==> config.mk <==
export PLATFORM = sky130hd
export DESIGN_NAME = cp0_unit
export DESIGN_NICKNAME = d
export VERILOG_FILES = /design/src/rtl/cp0_unit.sv
export SDC_FILE = /design/constraint.sdc
export NUM_CORES = 1
export LEC_CHECK = 0
export CAP_MARGIN = 20
export CORE_ASPECT_RATIO = 1.75
export CORE_UTILIZATION = 30
export CTS_CLUSTER_DIAMETER = 100
export DETAILED_ROUTE_END_ITERATION = 12
export HOLD_SLACK_MARGIN = 0.15
export PLACE_DENSITY = 0.7
export REMOVE_ABC_BUFFERS = 1
export SYNTH_ARGS = -nofsm -noshare
export SYNTH_HDL_FRONTEND = slang
export SYNTH_SLANG_ARGS = --single-unit
==> constraint.sdc <==
create_clock -name clk -period 6.1 [get_ports clk]
set_clock_uncertainty 0.1 [all_clocks]
set_input_delay 0.61 -clock clk [delete_from_list [all_inputs] [get_ports clk]]
set_output_delay 0.61 -clock clk [all_outputs]
set_load 0.05 [all_outputs]
==> src/rtl/cp0_unit.sv <==
// Coprocessor-0 at the M stage: SR/Cause/EPC/PRId, interrupt/exception merge, mfc0/mtc0/eret.
// Optional BadVAddr (register 8) is built when CP0_BADVADDR_EN is defined.
module cp0_unit #(
    parameter logic [31:0] PRID = 32'h2020_0001
) (
    input  logic        clk,
    input  logic        reset,
    input  logic [4:0]  A1,
    input  logic [4:0]  A2,
    input  logic [31:0] DIn,
    input  logic        WE,
    input  logic        EXLClr,
    input  logic [31:0] PC,
    input  logic [4:0]  ExcCode,
    input  logic        if_bd,
    input  logic [5:0]  HWInt,
    input  logic [31:0] VAddr,
    output logic        IntReq,
    output logic [31:0] EPC,
    output logic [31:0] DOut
);

    localparam logic [4:0] REG_BADVADDR = 5'd8;
    localparam logic [4:0] REG_SR       = 5'd12;
    localparam logic [4:0] REG_CAUSE    = 5'd13;
    localparam logic [4:0] REG_EPC      = 5'd14;
    localparam logic [4:0] REG_PRID     = 5'd15;

    function automatic logic [31:0] word_align(input logic [31:0] addr);
        return {addr[31:2], 2'b00};
    endfunction

    logic [5:0]  im;
    logic        exl;
    logic        ie;
    logic        bd;
    logic [5:0]  ip;
    logic [4:0]  exc_code;
    logic [31:0] epc_q;
    logic [31:0] badvaddr;

    logic        int_hit;
    logic        exc_hit;
    logic [31:0] epc_next;

    assign int_hit  = (|(HWInt & im)) & ie & ~exl;
    assign exc_hit  = (ExcCode != 5'd0) & ~exl;
    assign IntReq   = ~reset & (int_hit | exc_hit);
    // A delay-slot instruction restarts at its branch, one word earlier.
    assign epc_next = word_align(if_bd ? (PC - 32'd4) : PC);
    assign EPC      = epc_q;

    always_ff @(posedge clk or posedge reset) begin
        if (reset) begin
            im       <= 6'd0;
            exl      <= 1'b0;
            ie       <= 1'b0;
            bd       <= 1'b0;
            ip       <= 6'd0;
            exc_code <= 5'd0;
            epc_q    <= 32'd0;
        end else begin
            ip <= HWInt;
            if (IntReq) begin
                exl      <= 1'b1;
                exc_code <= int_hit ? 5'd0 : ExcCode;
                bd       <= if_bd;
                epc_q    <= epc_next;
            end else begin
                if (WE && A2 == REG_SR) begin
                    im  <= DIn[15:10];
                    exl <= DIn[1];
                    ie  <= DIn[0];
                end
                if (WE && A2 == REG_EPC)
                    epc_q <= word_align(DIn);
                // eret overrides a same-cycle mtc0 to EXL.
                if (EXLClr)
                    exl <= 1'b0;
            end
        end
    end

`ifdef CP0_BADVADDR_EN
    always_ff @(posedge clk or posedge reset) begin
        if (reset)
            badvaddr <= 32'd0;
        else if (IntReq && !int_hit && (ExcCode == 5'd4 || ExcCode == 5'd5))
            badvaddr <= VAddr;
    end
`else
    logic unused_vaddr;
    assign badvaddr     = 32'd0;
    assign unused_vaddr = ^VAddr;
`endif

    always_comb begin
        DOut = 32'd0;
        case (A1)
            REG_BADVADDR: DOut = badvaddr;
            REG_SR:       DOut = {16'd0, im, 8'd0, exl, ie};
            REG_CAUSE:    DOut = {bd, 15'd0, ip, 3'd0, exc_code, 2'd0};
            REG_EPC:      DOut = epc_q;
            REG_PRID:     DOut = PRID;
            default:      DOut = 32'd0;
        endcase
    end

endmodule
Word level (Yosys, flattened, before mapping)
Index checks and enable logic that the tools add are counted.
{"block": "word_totals", "in_bits": 122, "output_inout_bits": 65, "regBits": 52}
{"block": "classes", "bitwise": 9, "n_mux": 8, "n_addsub": 1, "eq_ne": 6, "reduce_logical": 7}
{"operator": "one-hot mux 32 bit (4 select lines)", "count": 1}
{"operator": "two-way mux 32 bit", "count": 3}
{"operator": "subtractor 32 x 3 -> 32 bit (second input constant)", "count": 1}
{"operator": "== test 5 x 4 -> 1 bit (second input constant)", "count": 6}
{"operator": "bitwise AND 6 bit", "count": 1}
{"operator": "OR reduction 6 bit", "count": 1}
{"operator": "two-way mux 5 bit", "count": 1}
{"operator": "nonzero test 5 bit", "count": 1}
{"operator": "bitwise AND 1 bit", "count": 4}
{"operator": "two-way mux 1 bit", "count": 3}
{"operator": "inverter 1 bit", "count": 3}
{"operator": "nonzero test 3 bit", "count": 1}
{"operator": "logical AND 1 bit", "count": 2}
{"operator": "AND reduction 2 bit", "count": 1}
{"operator": "nonzero test 2 bit", "count": 1}
{"operator": "OR 1 bit", "count": 1}

Logic depth before layout (Yosys ltp)
Gate-level depths: netlist (run 1).
{"block": "logic_depth", "depth_word": 8, "ltp_mapped": 6}

Worst setup path after synthesis (run 1)
No wires, ideal clock.
{"block": "synth_path", "path_type": "input to output", "start": "input A1[3]", "end": "output DOut[0]", "stages": 5, "path_slack_ps": 2826, "path_buffers": 1, "arrival_ps": 2564, "path_cell_list": "nand2_1 -> nor3_1 -> clkbuf_1 -> nand2_1 -> o21ai_0"}
{"block": "synth_via", "elab_chain_cells": 2, "elab_cells_between_ends": 5, "classes_between": "eq/ne: 4; mux: 1"}
{"item": "start: declaration", "line": "8", "source": "input logic [4:0] A1,"}
{"item": "== test 5 x 4 -> 1 bit", "line": "99", "source": "case (A1)"}
{"item": "one-hot mux 32 bit (4 select lines) *", "line": "99"}
{"item": "end: declaration", "line": "20", "source": "output logic [31:0] DOut"}
Mark *: on every way between the ends. The rest lies on a longest branch, timed or not.

Worst setup path in the final report (run 1)
{"block": "layout_path", "start": "input A1[1]", "end": "output DOut[3]"}
The elaborated chain is that of the path after synthesis.

==> results.tsv, run 1 <==
metric	value	unit
status	finished clean	
DRC viols	0	
Post-synth top cells	dfrtp_1, mux2i_1, a31oi_1	
cell mode on critical path	clkdlybuf4s50_1	
largest net degree at the start of global routing	51	
num rows	50	
worst r2r dst	im[3]	
WP depth	4	
Resize count post-CTS	0	
Final Setup Violations	0	
FF+latch count, synth	50	
nature of the critical path endpoint	output port	
crit path capture	DOut[3]	
maximum clock rate	0.241	GHz
first-pass detailed-route iteration total	4	
Layout Nets	600	
starting density of the core	30.8	%
Die Area	11400	um2
WP data required	5.39	ns
crit path launch type	input pin	
drt total wl	12.3	mm
Combinational Power Share	42.8	%
area share of the largest cell type after synthesis	38.2	%
worst setup path class	input pin to output port	
Core ar.	10600	um2
CTS tree	built	
post-cts hold buffer count	0	
most frequent cell after synthesis	dfrtp_1	
async set-reset flop share out of synthesis	100	%
TritonCTS Buffers	5	
maximum VDD drop	150	uV
Die X	81.0	um
min Tclk post-route	4.15	ns
max-slew violation count	0	
RSZ-0062 raised after global routing	false	
Worst R2R Setup Slack	3.47	ns
first-pass GRT wire length	18.4	mm
die height	140	um
reg2reg start	im[4]	
post-synth cell types	52	
Reg clk slew, reported paths	0.08	ns
Sw Ratio	41.2	%
fill count	1040	
WL/cell	20.3	um
Clk network pwr share	22.5	%
ANT cells	0	
Switch Pwr	554	uW
sequential cell fraction of total power	34.6	%
CP startpoint	A1[1]	
CTS Root Cell	clkbuf_16	
global route overflow	0	
Power Internal	790	uW
DRT iter0 DRCs	208	
critical path buffer and inverter count	2	
initial antenna violation count	0	
Slew Limit Headroom	29.4	%
Crit path max-delay family	buffers and inverters	
Final Wtd Congestion	0.850	
Pleak	0.00193	uW
gr usage total	21.8	%
max_cap viols	0	
period utilization	68.1	%
Hold Path Class	flop to flop	
Total Neg Setup Slack	0	ns
PD cells	265	nW/um2
CP max FO	29	
Synth Flop Type	dfrtp_1	
Synth area leader	dfrtp_1	
cell count after synthesis	338	
reg2reg path depth	5	
final core utilization	47.6	%
placed wire-length estimate	9.02	mm
Post CTS Setup Buffer Count	0	
final hold vios	0	
Worst path max stage delay	1.14	ns
crit path cell chain	clkdlybuf4s50_1, and2_1, a22o_1, clkdlybuf4s50_1	
Via-to-Cell Ratio	5.70	
H-tree levels	2	
proportion of layout cells with a drive suffix above 1	7.32	%
Clk Latency, worst-skew pair	0.30	ns
total clock sinks	50	
vias in the first global route	3539	
Mapped Area	3280	um2
synth warn	0	
Mapped Avg Cell Area	9.69	um2
post-detailed-route count of antenna-violating nets	0	
top cells by area, synth	dfrtp_1, mux2i_1, a31oi_1	
Clock Path Buffers	2	
Post-synth EDFFs	0	
slowest CP cell	clkdlybuf4s50_1	
IO Pins	187	
P&R area growth vs syn	54.6	%
Slew @ Worst Pin	1.05	ns
Worst Path Arrival	3.44	ns
sequential element share of the synthesized area	38.2	%
Vias	3465	
IO Port Bufs	150	
-- per-layer routing --
metal | GRT usage (%) | vias up | share of wire (%)
met5 | 0 | - | 0
met4 | 11.5 | 0 | 4.4
met3 | 2.41 | 31 | 5.1
met2 | 40.2 | 137 | 55
met1 | 23.2 | 1687 | 36
li1 | - | 1610 | -
-- registers in the layout, indices dropped and copies added, names as in the netlist --
signal    count
EPC          30
im            6
ip            6
exc_code      5
bd            1
exl           1
ie            1
-- per-stage QoR --
| stage | std cells | worst slack (ns) | cell area (um2) | hold WS (ns) | power (uW) |
|---|---|---|---|---|---|
| after floorplan | 313 | 1.96 | 3170 | 0.374 | 801 |
| after global placement | 599 | 1.97 | 4890 | 0.391 | 1040 |
| after detailed placement | 599 | 1.93 | 4890 | 0.399 | 1050 |
| after CTS | 607 | 1.93 | 5050 | 0.415 | 1350 |
| after global routing | 608 | 1.79 | 5070 | 0.427 | 1410 |
| final | 608 | 1.95 | 5070 | 0.410 | 1340 |
-- final cells by class --
cell class                      instances  area [um2]  share of cell area [%]
Multi-Input combinational cell        246        1870                    36.9
Tap cell                              130         163                    3.21
Clock inverter                          3        28.8                   0.568
Sequential cell                        50        1250                    24.7
Clock buffer                            5         125                    2.47
Timing Repair Buffer                  157        1570                    30.9
Inverter                               17        63.8                    1.26
-- cells by family after synthesis --
family | Yosys count | synth area share [%]
AO/OA/AOI/OAI | 97 | 22.0
AND/OR/NAND/NOR | 94 | 18.1
flip-flops | 50 | 38.2
buffers and inverters | 43 | 5.46
multiplexers | 40 | 12.6
XOR/XNOR | 12 | 3.21
adder cells (fa/ha/maj) | 1 | 0.382
other | 1 | 0.114
-- placed cells by master (no fill, tap or decap), drive strengths merged, types with 2 or more instances in the layout --
cell / n
nand3b: 2
o2bb2ai: 6
or2: 3
and2: 2
nand4b: 3
clkdlybuf4s50: 150
and3b: 2
nor3: 6
a31oi: 25
nand2: 5
or3: 11
clkinv: 2
a21boi: 2
a2111oi: 12
o21ai: 9
or4b: 2
inv: 18
a21oi: 2
o32ai: 3
nor2: 9
or4: 15
conb: 2
a22oi: 10
o31ai: 8
nor4: 7
clkbuf: 5
nor2b: 4
and3: 17
xnor2: 10
mux2: 10
mux2i: 30
a2bb2oi: 3
dfrtp: 50
nand3: 2
xor2: 2
a22o: 11
buf: 7
-- power groups by stage --
stage | clock network (uW) | registers [uW] | logic [uW]
after floorplan | 0 | 634 | 167
after global placement | 0 | 469 | 567
after detailed placement | 0 | 471 | 574
after CTS | 308 | 466 | 577
after global routing | 320 | 475 | 610
final | 303 | 465 | 576
-- how the worst min path moves through the flow --
stage / start / to / slack (ns) / cells past startpoint
6_report: bd / bd / 0.41 / 1
5_1_grt: bd / bd / 0.43 / 1
4_1_cts: bd / bd / 0.41 / 1
3_5_place_dp: exc_code[2] / exc_code[2] / 0.40 / 1
3_3_place_gp: bd / bd / 0.39 / 1
2_1_floorplan: exc_code[0] / exc_code[0] / 0.37 / 1
(Power assumes the default switching activity.)
==> run 2: changes to the inputs <==
--- a/config.mk
+++ b/config.mk
@@ -11,7 +11,7 @@
 export CTS_CLUSTER_DIAMETER = 100
 export DETAILED_ROUTE_END_ITERATION = 12
 export HOLD_SLACK_MARGIN = 0.15
-export PLACE_DENSITY = 0.7
+export PLACE_DENSITY = 0.72
 export REMOVE_ABC_BUFFERS = 1
 export SYNTH_ARGS = -nofsm -noshare
 export SYNTH_HDL_FRONTEND = slang
==> constraint.sdc (replaced) <==
create_clock -name clk -period 3.7 [get_ports clk]
set_clock_uncertainty 0.1 [all_clocks]
set_input_delay 0.37 -clock clk [delete_from_list [all_inputs] [get_ports clk]]
set_output_delay 0.37 -clock clk [all_outputs]
set_load 0.05 [all_outputs]
==> run 2 against run 1 <==
Effect of this change:
- utilization increased by 1.8 points
- sequential power increased by 64%
- power increased by 70%
- routed wire length decreased by 3.4%
- register-to-register slack got worse by 1.9 ns
- final area increased by 3.7%
- global-route usage increased by 0.53 points
- critical path type unchanged
- critical endpoint is now DOut[22]
- highest routed layer unchanged
- sequential share of layout area decreased by 0.89 points
- clock power increased by 83%
==> results.tsv, run 2 (synthesis results as in run 1) <==
metric	value	unit
status	finished clean	
proportion of layout cells with a drive suffix above 1	12.1	%
initial antenna violation count	0	
final hold vios	0	
WL/cell	19.3	um
Die Area	11400	um2
WP data required	3.23	ns
worst r2r dst	EPC[5]	
CP max FO	23	
Die X	81.0	um
ANT cells	0	
post-detailed-route count of antenna-violating nets	0	
reg2reg start	im[1]	
Worst R2R Setup Slack	1.56	ns
gr usage total	22.3	%
Final Instance Area	5260	um2
Resize count post-CTS	0	
placed wire-length estimate	9.16	mm
crit path launch type	input pin	
DRC viols	0	
drt total wl	11.9	mm
IO Pins	187	
maximum clock rate	0.339	GHz
first-pass GRT wire length	18.8	mm
num rows	50	
vias in the first global route	3608	
P&R area growth vs syn	60.4	%
CTS Root Cell	clkbuf_16	
Slew @ Worst Pin	0.830	ns
CTS tree	built	
commonest non-fill, non-tap cell in the layout	clkdlybuf4s50_1	
starting density of the core	30.8	%
Worst Path Arrival	2.48	ns
global route overflow	0	
Reg clk slew, reported paths	0.07	ns
RSZ-0062 raised after global routing	false	
post-cts hold buffer count	0	
Layout Nets	608	
die height	140	um
min Tclk post-route	2.95	ns
total power	2280	uW
Final Wtd Congestion	0.834	
Pleak	0.00205	uW
max-slew violation count	0	
IO Port Bufs	150	
placed instance area	5060	um2
HP Start	exc_code[0]	
fill count	1028	
max_cap viols	0	
Final Setup Violations	0	
hold depth	1	
TritonCTS Buffers	5	
WHS Endpoint	exc_code[0]	
nature of the critical path endpoint	output port	
worst setup path class	input pin to output port	
H-tree levels	2	
Clock Path Buffers	2	
Clk Latency, worst-skew pair	0.30	ns
DRT iter0 DRCs	206	
first-pass detailed-route iteration total	4	
Core ar.	10600	um2
reg2reg path depth	6	
Hold Path Class	flop to flop	
Slew Limit Headroom	44.6	%
max reg flops	30	
total clock sinks	50	
largest net degree at the start of global routing	51	
maximum VDD drop	314	uV
period utilization	79.7	%
Via-to-Cell Ratio	5.59	
PD cells	434	nW/um2
Vias	3441	
Post CTS Setup Buffer Count	0	
most frequent cells in the layout	clkdlybuf4s50_1, dfrtp_1, mux2i_1	
## run 2: metrics by stage
| stage | setup TNS, ns | hold slack, ns | util (%) | cells | setup WS (ns) |
|---|---|---|---|---|---|
| floorplan | -0.197 | 0.301 | - | 313 | -0.197 |
| global placement | 0 | 0.392 | 47.6 | 607 | 0.563 |
| detailed placement | 0 | 0.400 | 47.6 | 607 | 0.538 |
| CTS | 0 | 0.416 | 49.2 | 615 | 0.745 |
| global route | 0 | 0.435 | 49.4 | 616 | 0.683 |
| finish | 0 | 0.417 | 49.4 | 616 | 0.751 |
## run 2: metal layers
layer / track usage (%) / up-vias / routed length, um
li1: - / 1625 / -
met1: 24.3 / 1639 / 4300
met2: 39.1 / 141 / 6270
met3: 4.10 / 36 / 688
met4: 12.9 / 0 / 667
met5: 0 / - / 0
## run 2: how the worst max path moves through the flow
stage | from | end | slack, ns | depth (start not counted)
finish | A1[1] | DOut[22] | 0.75 | 3
global route | A1[1] | DOut[7] | 0.68 | 3
CTS | A1[1] | DOut[22] | 0.74 | 3
detailed placement | PC[7] | EPC[26] | 0.54 | 5
global placement | PC[7] | EPC[26] | 0.56 | 5
floorplan | im[4] | bd | -0.20 | 5
## run 2: critical path, stage by stage
cell	delay, ns
clkdlybuf4s50_1	1.01
and3_1	0.28
clkdlybuf4s50_1	0.81
## run 2: layout make-up
| cell class | instances | area, um2 | area share [%] |
|---|---|---|---|
| clock buffer | 5 | 125 | 2.38 |
| inverter | 17 | 63.8 | 1.21 |
| sequential | 50 | 1250 | 23.8 |
| clock inverter | 3 | 47.5 | 0.905 |
| timing repair buffer | 165 | 1740 | 33.0 |
| multi-input combinational | 246 | 1870 | 35.6 |
| tap | 130 | 163 | 3.09 |
## run 2: power by group
part	switching [uW]	internal, uW
Sequential	98.0	666
Clock	229	324
Combinational	576	389
==> run 3: changes to the inputs <==
==> constraint.sdc (replaced) <==
create_clock -name clk -period 2.5 [get_ports clk]
set_clock_uncertainty 0.1 [all_clocks]
set_input_delay 0.25 -clock clk [delete_from_list [all_inputs] [get_ports clk]]
set_output_delay 0.25 -clock clk [all_outputs]
set_load 0.05 [all_outputs]
==> run 3 against run 2 <==
Effect of this change:
- critical path depth is 3 higher
- combinational power is 56% higher
- final cell count is 6.5% higher
- power is 51% higher
- worst setup slack worse by 0.67 ns
- highest routed layer unchanged
==> results.tsv, run 3 (synthesis results as in run 1) <==
metric	value	unit
Via-to-Cell Ratio	5.54	
Die X	81.0	um
Clk Latency, worst-skew pair	0.29	ns
gr usage total	22.6	%
first-pass detailed-route iteration total	4	
IO Port Bufs	150	
period utilization	96.7	%
Final Setup Violations	0	
nature of the critical path endpoint	flop	
Die Area	11400	um2
DRC viols	0	
first-pass GRT wire length	19.5	mm
maximum clock rate	0.414	GHz
status	finished clean	
Setup WS post-layout	0.0821	ns
RSZ-0062 raised after global routing	false	
Worst path max stage delay	0.57	ns
cell mode on critical path	or4_4	
crit path launch type	input pin	
DRT iter0 DRCs	170	
Pleak	0.00234	uW
Slew @ Worst Pin	0.613	ns
proportion of layout cells with a drive suffix above 1	23.0	%
commonest non-fill, non-tap cell in the layout	clkdlybuf4s50_1	
post-detailed-route count of antenna-violating nets	0	
Clk network pwr share	23.1	%
min Tclk post-route	2.42	ns
maximum VDD drop	322	uV
Slew Limit Headroom	58.1	%
max-slew violation count	0	
crit path cell chain	clkdlybuf4s50_1, or4_4, or4_4, buf_4, or3_1, a31oi_1	
CP max FO	7	
global route overflow	0	
Layout Nets	648	
P&R area growth vs syn	77.2	%
vias in the first global route	3788	
total clock sinks	50	
Switch Pwr	1350	uW
Core ar.	10600	um2
Reg clk slew, reported paths	0.07	ns
fill count	963	
worst setup path class	input pin to flop	
max_cap viols	0	
sequential cell fraction of total power	33.1	%
Final Wtd Congestion	0.865	
initial antenna violation count	0	
starting density of the core	30.8	%
post-cts hold buffer count	0	
placed cells	648	
num rows	50	
IO Pins	187	
final hold vios	0	
largest net degree at the start of global routing	31	
WP data required	2.62	ns
Post CTS Setup Buffer Count	0	
TritonCTS Buffers	5	
PD cells	593	nW/um2
most frequent cells in the layout	clkdlybuf4s50_1, buf_4, dfrtp_1	
pre-CTS WS	-0.364	ns
final core utilization	54.6	%
WL/cell	19.4	um
die height	140	um
H-tree levels	2	
Worst Path Arrival	2.53	ns
Combinational Power Share	43.8	%
CTS tree	built	
drt total wl	12.7	mm
Hold Path Class	input pin to asynchronous set/reset pin	
Vias	3635	
ANT cells	0	
Sw Ratio	39.3	%
CTS Root Cell	clkbuf_16	
Power Internal	2090	uW
max reg flops	30	
placed wire-length estimate	9.90	mm
Finished Layout Cells	656	
slowest CP cell	or4_4	
Clock Path Buffers	2	
==> run 3: critical path: cells and delay by family <==
kind                   cells  cell delay, ns
AND/OR/NAND/NOR            3            1.47
buffers and inverters      2            0.64
AO/OA/AOI/OAI              1            0.16
==> run 3: timing repair <==
item	CTS	global route
pin swaps	0	2
endpoints found under the hold margin	0	0
gates resized for setup	3	2
setup endpoints to repair	6	6
==> run 3: layout make-up <==
type / instances / area [um2] / area share, %
clock buffer: 5 / 125 / 2.15
clock inverter: 3 / 47.5 / 0.819
inverter: 17 / 63.8 / 1.10
multi-input combinational: 246 / 1890 / 32.5
sequential: 50 / 1250 / 21.5
tap: 130 / 163 / 2.80
timing repair buffer: 205 / 2270 / 39.1
==> run 3: power by group through the flow <==
| stage | Combinational (uW) | Sequential [uW] | Clock (uW) |
|---|---|---|---|
| after floorplan | 408 | 1550 | 0 |
| after global placement | 1490 | 1150 | 0 |
| after detailed placement | 1500 | 1150 | 0 |
| after CTS | 1510 | 1140 | 800 |
| after global routing | 1580 | 1160 | 840 |
| final | 1510 | 1140 | 796 |
==> run 3: worst paths after layout <==
path,cells after the start,to,slack [ns],startpoint
worst max-delay path,6,EPC[28],0.08,PC[13]
min in group clk,1,ip[5],0.34,HWInt[5]
worst min register to register,1,exc_code[1],0.41,exc_code[1]
worst min-delay path,2,EPC[11],0.34,reset
max in group asynchronous,3,EPC[29],1.41,reset
worst max register to register,5,EPC[22],0.37,im[1]
==> run 3: metal layers <==
metal  global-route usage [%]  part of all wire, %  vias up
met5                        0                    0        -
met4                     11.4                  4.2        0
met3                     3.84                  5.1       32
met2                     41.1                   54      140
met1                     24.2                   36     1771
li1                         -                    -     1692
==> run 3: per-stage QoR <==
stage	setup TNS (ns)	total power [uW]	instance area [um2]	hold slack (ns)
CTS	0	3450	5800	0.336
global placement	-3.37	2630	5620	0.393
detailed placement	-4.10	2650	5620	0.397
global route	0	3590	5810	0.347
finish	0	3450	5810	0.341
floorplan	-27.94	1960	3170	0.181
